[config.mk]
export PLATFORM = sky130hd
export DESIGN_NAME = seq_divider_4b_flat
export DESIGN_NICKNAME = d
export VERILOG_FILES = /design/src/rtl/seq_divider_4b_if.sv /design/src/rtl/seq_divider_4b.sv /design/src/flat_wrapper.sv
export SDC_FILE = /design/constraint.sdc
export NUM_CORES = 1
export LEC_CHECK = 0
export ABC_AREA = 0
export CORE_MARGIN = 2
export CORE_UTILIZATION = 40
export DETAILED_ROUTE_END_ITERATION = 12
export GPL_ROUTABILITY_DRIVEN = 1
export PLACE_DENSITY_LB_ADDON = 0.05
export SYNTH_ARGS = -nofsm -noshare
export SYNTH_HDL_FRONTEND = slang
export SYNTH_SLANG_ARGS = --single-unit
[constraint.sdc]
create_clock -name clk -period 3 [get_ports clk]
set_input_delay 0.6 -clock clk [delete_from_list [all_inputs] [get_ports clk]]
set_output_delay 0.6 -clock clk [all_outputs]
set_load 0.03 [all_outputs]
[src/rtl/seq_divider_4b_if.sv]
// Purpose: start/ready/valid handshake and operand/result bus for seq_divider_4b.
// Latency: none, this is wiring only.
// Backpressure: the master may only have start accepted while the slave drives ready=1.
interface seq_divider_4b_if #(
  parameter int WIDTH = 4
) ();

  // Request side, driven by the sequencing control logic
  logic             start;
  logic [WIDTH-1:0] dividend;
  logic [WIDTH-1:0] divisor;

  // Response side, driven by the divider
  logic             ready;
  logic [WIDTH-1:0] quotient;
  logic [WIDTH-1:0] remainder;
  logic             valid;
  logic             div_by_zero;

  // Control logic issuing divisions
  modport master (
    output start,
    output dividend,
    output divisor,
    input  ready,
    input  quotient,
    input  remainder,
    input  valid,
    input  div_by_zero
  );

  // Divider datapath
  modport slave (
    input  start,
    input  dividend,
    input  divisor,
    output ready,
    output quotient,
    output remainder,
    output valid,
    output div_by_zero
  );

endinterface

[src/rtl/seq_divider_4b.sv]
// Purpose: multi-cycle restoring divider, one quotient bit per clock; DIV_SIGNED_EN selects two's complement operands.
// Latency: accepted start in cycle N gives valid in N+WIDTH+1 (N+1 for a zero divisor); next start accepted in N+WIDTH+2.
// Backpressure: ready is low from the cycle after acceptance until the valid cycle; start while ready=0 is dropped.
module seq_divider_4b #(
  parameter int WIDTH = 4
) (
  input  logic           clk,
  input  logic           rst,
  seq_divider_4b_if.slave bus
);

  // Iteration counter must hold 0..WIDTH-1 with room to spare
  localparam int CW = $clog2(WIDTH) + 1;
  localparam logic [WIDTH-1:0] ONE = {{(WIDTH-1){1'b0}}, 1'b1};
  localparam logic [CW-1:0]    LAST_ITER = CW'(WIDTH - 1);

  typedef enum logic [1:0] {
    IDLE = 2'd0,
    CALC = 2'd1,
    DONE = 2'd2
  } state_t;

  // Control state
  state_t           state_q, state_d;
  logic [CW-1:0]    cnt_q, cnt_d;

  // Working registers: partial remainder, quotient shift register, latched divisor
  logic [WIDTH-1:0] rem_q, rem_d;
  logic [WIDTH-1:0] quo_q, quo_d;
  logic [WIDTH-1:0] dsr_q, dsr_d;

  // Registered outputs
  logic             ready_q, ready_d;
  logic             valid_q, valid_d;
  logic [WIDTH-1:0] quotient_q, quotient_d;
  logic [WIDTH-1:0] remainder_q, remainder_d;
  logic             dbz_q, dbz_d;

`ifdef DIV_SIGNED_EN
  // Result signs recorded at acceptance, applied when the magnitudes are done
  logic             qneg_q, qneg_d;
  logic             rneg_q, rneg_d;
`endif

  // Combinational datapath signals
  logic [WIDTH:0]   shifted;
  logic [WIDTH:0]   trial;
  logic             step_ok;
  logic [WIDTH-1:0] rem_step;
  logic [WIDTH-1:0] quo_step;
  logic [WIDTH-1:0] dvd_mag;
  logic [WIDTH-1:0] dsr_mag;
  logic [WIDTH-1:0] q_out;
  logic [WIDTH-1:0] r_out;

  // One restoring step: shift in the next dividend bit, subtract if it fits
  always_comb begin
    // The partial remainder is always below the divisor, so after the shift
    // it fits WIDTH+1 bits and the trial's MSB is a clean sign bit.
    shifted  = {rem_q, quo_q[WIDTH-1]};
    trial    = shifted - {1'b0, dsr_q};
    step_ok  = ~trial[WIDTH];
    rem_step = step_ok ? trial[WIDTH-1:0] : shifted[WIDTH-1:0];
    quo_step = {quo_q[WIDTH-2:0], step_ok};
  end

  // Operand magnitudes at acceptance and sign fix-up of the final step
  always_comb begin
`ifdef DIV_SIGNED_EN
    // The most-negative value maps to 2^(WIDTH-1), which still fits unsigned
    dvd_mag = bus.dividend[WIDTH-1] ? (~bus.dividend + ONE) : bus.dividend;
    dsr_mag = bus.divisor[WIDTH-1]  ? (~bus.divisor  + ONE) : bus.divisor;
    // Negation wraps, so most-negative / -1 naturally returns most-negative
    q_out   = qneg_q ? (~quo_step + ONE) : quo_step;
    r_out   = rneg_q ? (~rem_step + ONE) : rem_step;
`else
    dvd_mag = bus.dividend;
    dsr_mag = bus.divisor;
    q_out   = quo_step;
    r_out   = rem_step;
`endif
  end

  // Next-state and next-output logic for the IDLE/CALC/DONE sequence
  always_comb begin
    state_d     = state_q;
    cnt_d       = cnt_q;
    rem_d       = rem_q;
    quo_d       = quo_q;
    dsr_d       = dsr_q;
    ready_d     = ready_q;
    valid_d     = 1'b0;
    quotient_d  = quotient_q;
    remainder_d = remainder_q;
    dbz_d       = dbz_q;
`ifdef DIV_SIGNED_EN
    qneg_d      = qneg_q;
    rneg_d      = rneg_q;
`endif

    case (state_q)
      IDLE: begin
        ready_d = 1'b1;
        if (bus.start) begin
          ready_d = 1'b0;
          dsr_d   = dsr_mag;
`ifdef DIV_SIGNED_EN
          qneg_d  = bus.dividend[WIDTH-1] ^ bus.divisor[WIDTH-1];
          rneg_d  = bus.dividend[WIDTH-1];
`endif
          if (bus.divisor == '0) begin
            // Zero divisor skips the iterations; results publish next cycle
            state_d     = DONE;
            valid_d     = 1'b1;
            quotient_d  = '1;
            remainder_d = bus.dividend;
            dbz_d       = 1'b1;
          end else begin
            state_d = CALC;
            rem_d   = '0;
            quo_d   = dvd_mag;
            cnt_d   = '0;
          end
        end
      end

      CALC: begin
        ready_d = 1'b0;
        rem_d   = rem_step;
        quo_d   = quo_step;
        cnt_d   = cnt_q + CW'(1);
        if (cnt_q == LAST_ITER) begin
          // Outputs are registered, so they are loaded on the way into DONE
          state_d     = DONE;
          valid_d     = 1'b1;
          quotient_d  = q_out;
          remainder_d = r_out;
          dbz_d       = 1'b0;
        end
      end

      DONE: begin
        state_d = IDLE;
        ready_d = 1'b1;
      end

      default: begin
        state_d = IDLE;
        ready_d = 1'b1;
      end
    endcase
  end

  // State and output registers; reset aborts any operation in flight
  always_ff @(posedge clk) begin
    if (rst) begin
      state_q     <= IDLE;
      cnt_q       <= '0;
      rem_q       <= '0;
      quo_q       <= '0;
      dsr_q       <= '0;
      ready_q     <= 1'b1;
      valid_q     <= 1'b0;
      quotient_q  <= '0;
      remainder_q <= '0;
      dbz_q       <= 1'b0;
`ifdef DIV_SIGNED_EN
      qneg_q      <= 1'b0;
      rneg_q      <= 1'b0;
`endif
    end else begin
      state_q     <= state_d;
      cnt_q       <= cnt_d;
      rem_q       <= rem_d;
      quo_q       <= quo_d;
      dsr_q       <= dsr_d;
      ready_q     <= ready_d;
      valid_q     <= valid_d;
      quotient_q  <= quotient_d;
      remainder_q <= remainder_d;
      dbz_q       <= dbz_d;
`ifdef DIV_SIGNED_EN
      qneg_q      <= qneg_d;
      rneg_q      <= rneg_d;
`endif
    end
  end

  assign bus.ready       = ready_q;
  assign bus.valid       = valid_q;
  assign bus.quotient    = quotient_q;
  assign bus.remainder   = remainder_q;
  assign bus.div_by_zero = dbz_q;

endmodule

[src/flat_wrapper.sv]
// flat-port wrapper written by rule: the top's interface ports become plain ports
module seq_divider_4b_flat 
#(
  parameter int WIDTH = 4
)
  (clk, rst, bus_start, bus_dividend, bus_divisor, bus_ready, bus_quotient, bus_remainder, bus_valid, bus_div_by_zero);
  seq_divider_4b_if #(.WIDTH(WIDTH)) bus_i ();
  input  logic clk;
  input  logic rst;
  input wire logic [$bits(bus_i.start)-1:0] bus_start;
  input wire logic [$bits(bus_i.dividend)-1:0] bus_dividend;
  input wire logic [$bits(bus_i.divisor)-1:0] bus_divisor;
  output wire logic [$bits(bus_i.ready)-1:0] bus_ready;
  output wire logic [$bits(bus_i.quotient)-1:0] bus_quotient;
  output wire logic [$bits(bus_i.remainder)-1:0] bus_remainder;
  output wire logic [$bits(bus_i.valid)-1:0] bus_valid;
  output wire logic [$bits(bus_i.div_by_zero)-1:0] bus_div_by_zero;
  assign bus_i.start = bus_start;
  assign bus_i.dividend = bus_dividend;
  assign bus_i.divisor = bus_divisor;
  assign bus_ready = bus_i.ready;
  assign bus_quotient = bus_i.quotient;
  assign bus_remainder = bus_i.remainder;
  assign bus_valid = bus_i.valid;
  assign bus_div_by_zero = bus_i.div_by_zero;
  seq_divider_4b #(.WIDTH(WIDTH)) u_core (.clk(clk), .rst(rst), .bus(bus_i));
endmodule
Word-level counts from Yosys, hierarchy flattened
Index checks and enable logic that the tools add are counted.

Register bits after elaboration: 28. Input port bits: 11. Output and inout port bits: 11. Logic and storage cells: 58.

Add/sub/neg operators: 2. Equal/unequal tests: 6. Mux-type cells: 32. Bitwise logic cells: 1. Reductions and logical operators: 7.

Operators with widths (number): $mux 4 (11); $pmux 4 s2 (4); $mux 1 (7); $mux 2 (3); $mux 3 (2); $pmux 1 s2 (3); $pmux 3 s2 (1); $sub 5x4->5 (1); $logic_not 4->1 (1); $ne 2x1->1 const B (2); $ne 2x2->1 const B (2); $pmux 2 s2 (1); $reduce_and 2->1 (2); $reduce_and 4->1 (1); $add 3x1->3 const B (1); $eq 3x2->1 const B (1); $reduce_and 3->1 (1); $eq 2x1->1 const B (1); $logic_not 2->1 (1); $reduce_bool 2->1 (1); $not 1->1 (1).

Longest topological paths before layout
Depth in word-level cells: 4. Depth in mapped cells: 8. Gate-level depth less buffers: 8.

Worst setup path before layout
No wires, ideal clock.

Path kind: register to register. From: register u_core.quo_q[3]. To: register u_core.remainder_q[2] (netlist: u_core.bus.remainder[2]). Setup time: 88 ps. Data arrival time: 2217 ps. Data required time: 2912 ps. Setup slack: 695 ps. Stages on the path, launching flop included: 9. Buffers on the path: 0. Period minus slack after synthesis: 2305 ps. Cells stage by stage: dfxtp_1 -> inv_1 -> ha_1 -> fa_1 -> nand2b_1 -> a21oi_1 -> xor2_1 -> mux2_2 -> a311oi_2.

Longest elaborated chain between the ends: 4.

Ends and longest elaborated chain: start, declared (RTL line seq_divider_4b.sv:29) `logic [WIDTH-1:0] quo_q, quo_d;`; start signal, assigned (RTL line seq_divider_4b.sv:175) `quo_q <= quo_d;`; $sub 5x4->5 (RTL line seq_divider_4b.sv:61) `trial = shifted - {1'b0, dsr_q};`; $mux 4 (RTL line seq_divider_4b.sv:63) `rem_step = step_ok ? trial[WIDTH-1:0] : shifted[WIDTH-1:0];`; $mux 4 (RTL line seq_divider_4b.sv:132) `if (cnt_q == LAST_ITER) begin`; $pmux 4 s2 (RTL line seq_divider_4b.sv:101) `case (state_q)`; end signal, assigned (RTL line seq_divider_4b.sv:180) `remainder_q <= remainder_d;`; end, declared (RTL line seq_divider_4b.sv:36) `logic [WIDTH-1:0] remainder_q, remainder_d;`.

No other way between the ends. The select of a mux whose other input is x is not followed. A chain may end at the register's enable or synchronous reset.

Worst setup path in the final report
From: register u_core.quo_q[3]. To: register u_core.remainder_q[1] (netlist: u_core.bus.remainder[1]).

Same word-level chain as after synthesis.

==> impl_metrics.csv <==
group,metric,value,unit
cts,htreeDepth,1,
critical_path,path_class,"reg -> reg",
yosys,synthesis.nets,173,
drt,drc_errors,0,
cts,clock-sinks,28,
timing,finalCritPeriodShare,79.1,%
grt,first_global_vias,1043,
yosys,yosys.cell_types.count,34,
cts,clk_pin_slew_worst_paths,150,ps
yosys,yosys_warnings,0,
drt,num_vias,1100,
layout,layout-drive-gt1-share,9.14,%
cts,ctsRootBufferMaster,"clkbuf_4",
floorplanning,die_w,61.8,um
timing,skew,4.92,ps
yosys,mappedNetlistArea,1340,um2
power_and_ir_drop,power.combinational.fraction,19.0,%
grt,antenna_found_initial,0,
critical_path,end_kind,"flip-flop",
yosys,synthCells,155,
timing,max_freq,421,MHz
power_and_ir_drop,pwr_density_cell,501,nW/um2
layout,diodes,0,
job,drv_cap,0,
drt,finalWirelength,2750,um
yosys,synth_async_sr_flop_share,0,%
power_and_ir_drop,p_seq_share,50.3,%
power_and_ir_drop,clkPwrFrac,30.8,%
cts,insertion_delay,330,ps
cts,tritoncts,"yes",
timing,period_needed,2370,ps
layout,syn_to_final_growth,20.5,%
critical_path,reg2reg_depth,9,
power_and_ir_drop,power.switching,0.212,mW
cts,holdBufCountCts,0,
drt,first_iter_violations,24,
drt,detail-route-antenna-nets,0,
run_status,status,"finished, final reports clean",
grt,grt_max_degree,19,
floorplanning,start_util,42.8,%
yosys,seq_area_frac_synth,41.9,%
critical_path,worst-path-max-fanout,6,
floorplanning,core_region_area,3130,um2
yosys,ys_ff_latch,28,
hold_path,hold_path.class,"reg -> reg",
timing,holdWs,491,ps
power_and_ir_drop,p_leak,0.617,nW
placement,routabilityCongestion,0.790,
floorplanning,die_area,3820,um2
placement,io_buffers,21,
critical_path,required,3200,ps
hold_path,hold_end,"u_core.cnt_q[0]",
drt,viasPerCell,5.02,
yosys,synth_flop_cell,"dfxtp_1",
floorplanning,die_h,61.8,um
critical_path,cp-start-kind,"flip-flop",
layout,final_nets,194,
grt,grt_use_total,16.7,%
layout,final_cell_mix,"nor2_1 (34), dfxtp_1 (28), clkdlybuf4s50_1 (21)",
timing,rsz0062_at_grt,"false",
critical_path,rr_endpoint,"u_core.bus.remainder[1]",
hold_path,hold_depth,1,
power_and_ir_drop,peakVddDrop,0.198,mV
timing,max_slew_margin,50.8,%
placement,dp_hpwl,2040,um
grt,grt_overflow,0,
layout,final_common_cell,"nor2_1",
power_and_ir_drop,intPower,0.596,mW
critical_path,r2r_slack,630,ps
cts,numCtsBuffers,3,
drt,wl_per_cell,12.5,um
critical_path,arrival,2570,ps
hold_path,hold_start,"u_core.cnt_q[0]",
timing,finalSetupViolCount,0,
cts,cts_setup_buffers,0,
cts,ctsLongestPathBuffers,2,
cts,cts-resized-gates,0,
timing,fin_tns_setup,0,ps
floorplanning,num_io_pins,22,
timing,hold_violations,0,
timing,tightestPinTransition,733,ps
floorplanning,rows,20,
yosys,syn_avg_cell_area,8.63,um2
power_and_ir_drop,switching_share,26.2,%
timing,slew_viol_final,0,
grt,grt_pass1_wl,4690,um
yosys,synth_edf_count,0,
drt,drt_first_pass_iters,4,
critical_path,r2r_start,"u_core.quo_q[3]",
layout,fillerInstances,320,
[flip-flops by register name, summed over array words and instances, names as in the netlist]
| name | count |
|---|---|
| u_core.bus.quotient | 4 |
| u_core.dsr_q | 4 |
| u_core.bus.ready | 1 |
| u_core.rem_q | 4 |
| u_core.cnt_q | 3 |
| u_core.bus.valid | 1 |
| u_core.state_q | 2 |
| u_core.quo_q | 4 |
| u_core.bus.remainder | 4 |
| u_core.bus.div_by_zero | 1 |
[metrics by stage]
stage / power, mW / utilization [%] / instances / area, um2 / setup slack, ps
after CTS: 0.814 / 51.5 / 219 / 1610 / 664
after global routing: 0.854 / 51.5 / 219 / 1610 / 447
after detailed placement: 0.566 / 49.8 / 215 / 1560 / 490
after floorplan: 0.517 / - / 155 / 1340 / 695
final: 0.808 / 51.5 / 219 / 1610 / 627
after global placement: 0.563 / 49.8 / 215 / 1560 / 533
[Yosys cell counts, types with 2 or more instances]
library cell  number  area [um2]
a21oi_1           12        60.1
a311oi_1           6        52.6
a31oi_1            2        12.5
buf_6              2        22.5
clkbuf_1           4        15.0
dfxtp_1           28         561
ha_1               6        75.1
inv_1              7        26.3
mux2_2             2        22.5
mux2i_1            3        30.0
nand2_1           16        60.1
nand2b_1           4        25.0
nor2_1            34         128
nor3_1             7        35.0
o21ai_0            3        15.0
[critical path, stage by stage, from the launching register on]
cell and delay [ps]:
dfxtp_1 360, inv_1 60, ha_1 210, fa_1 390, nand2b_1 180, a21oi_1 170, xor2_1 230, buf_4 190
mux2i_1 330, a311oi_1 130
[power groups by stage]
| stage | logic [mW] | registers (mW) | clock network [mW] |
|---|---|---|---|
| CTS | 0.153 | 0.406 | 0.256 |
| floorplan | 0.0984 | 0.418 | 0 |
| detailed placement | 0.152 | 0.414 | 0 |
| global placement | 0.149 | 0.414 | 0 |
| finish | 0.153 | 0.406 | 0.249 |
| global route | 0.172 | 0.409 | 0.273 |
[cell families (layout without fill, tap and decap cells)]
logic type | count (synthesis) | count (layout) | synth area share [%]
and+or+nand+nor | 70 | 70 | 24.3
AOI/OAI and AO/OA | 29 | 29 | 15.2
DFF | 28 | 28 | 41.9
buffers and inverters | 15 | 35 | 6.92
adders and majority gates | 7 | 7 | 7.11
muxes | 5 | 5 | 3.93
xor gates and xnor gates | 1 | 1 | 0.655
[routing by layer]
layer	up-vias	global-route usage [%]	routed length (um)	share of wire [%]
li1	567	-	-	-
met1	514	22.4	1380	50
met2	17	27.5	1290	47
met3	2	2.48	68	2.5
met4	0	5.47	15	0.55
met5	-	0	0	0
[how the worst max path moves through the flow]
stage	end	depth (start not counted)	slack (ps)	start
5_1_grt	u_core.bus.remainder[1]	9	450	u_core.quo_q[3]
3_5_place_dp	u_core.bus.remainder[1]	6	490	bus_divisor[1]
3_3_place_gp	u_core.bus.remainder[3]	6	530	bus_divisor[1]
6_report	u_core.bus.remainder[1]	9	630	u_core.quo_q[3]
2_1_floorplan	u_core.bus.remainder[2]	8	690	u_core.quo_q[3]
4_1_cts	u_core.bus.remainder[1]	9	660	u_core.quo_q[3]
[layout make-up]
class	count	area (um2)	area share, %
flip-flops and latches	28	561	34.8
clock inverters	1	30.0	1.86
repair buffers	24	233	14.4
clock buffers	3	22.5	1.40
inverters	7	26.3	1.63
well taps	44	55.1	3.42
multi-input cells	112	684	42.5
No activity file was read; power rests on OpenSTA's default activity.
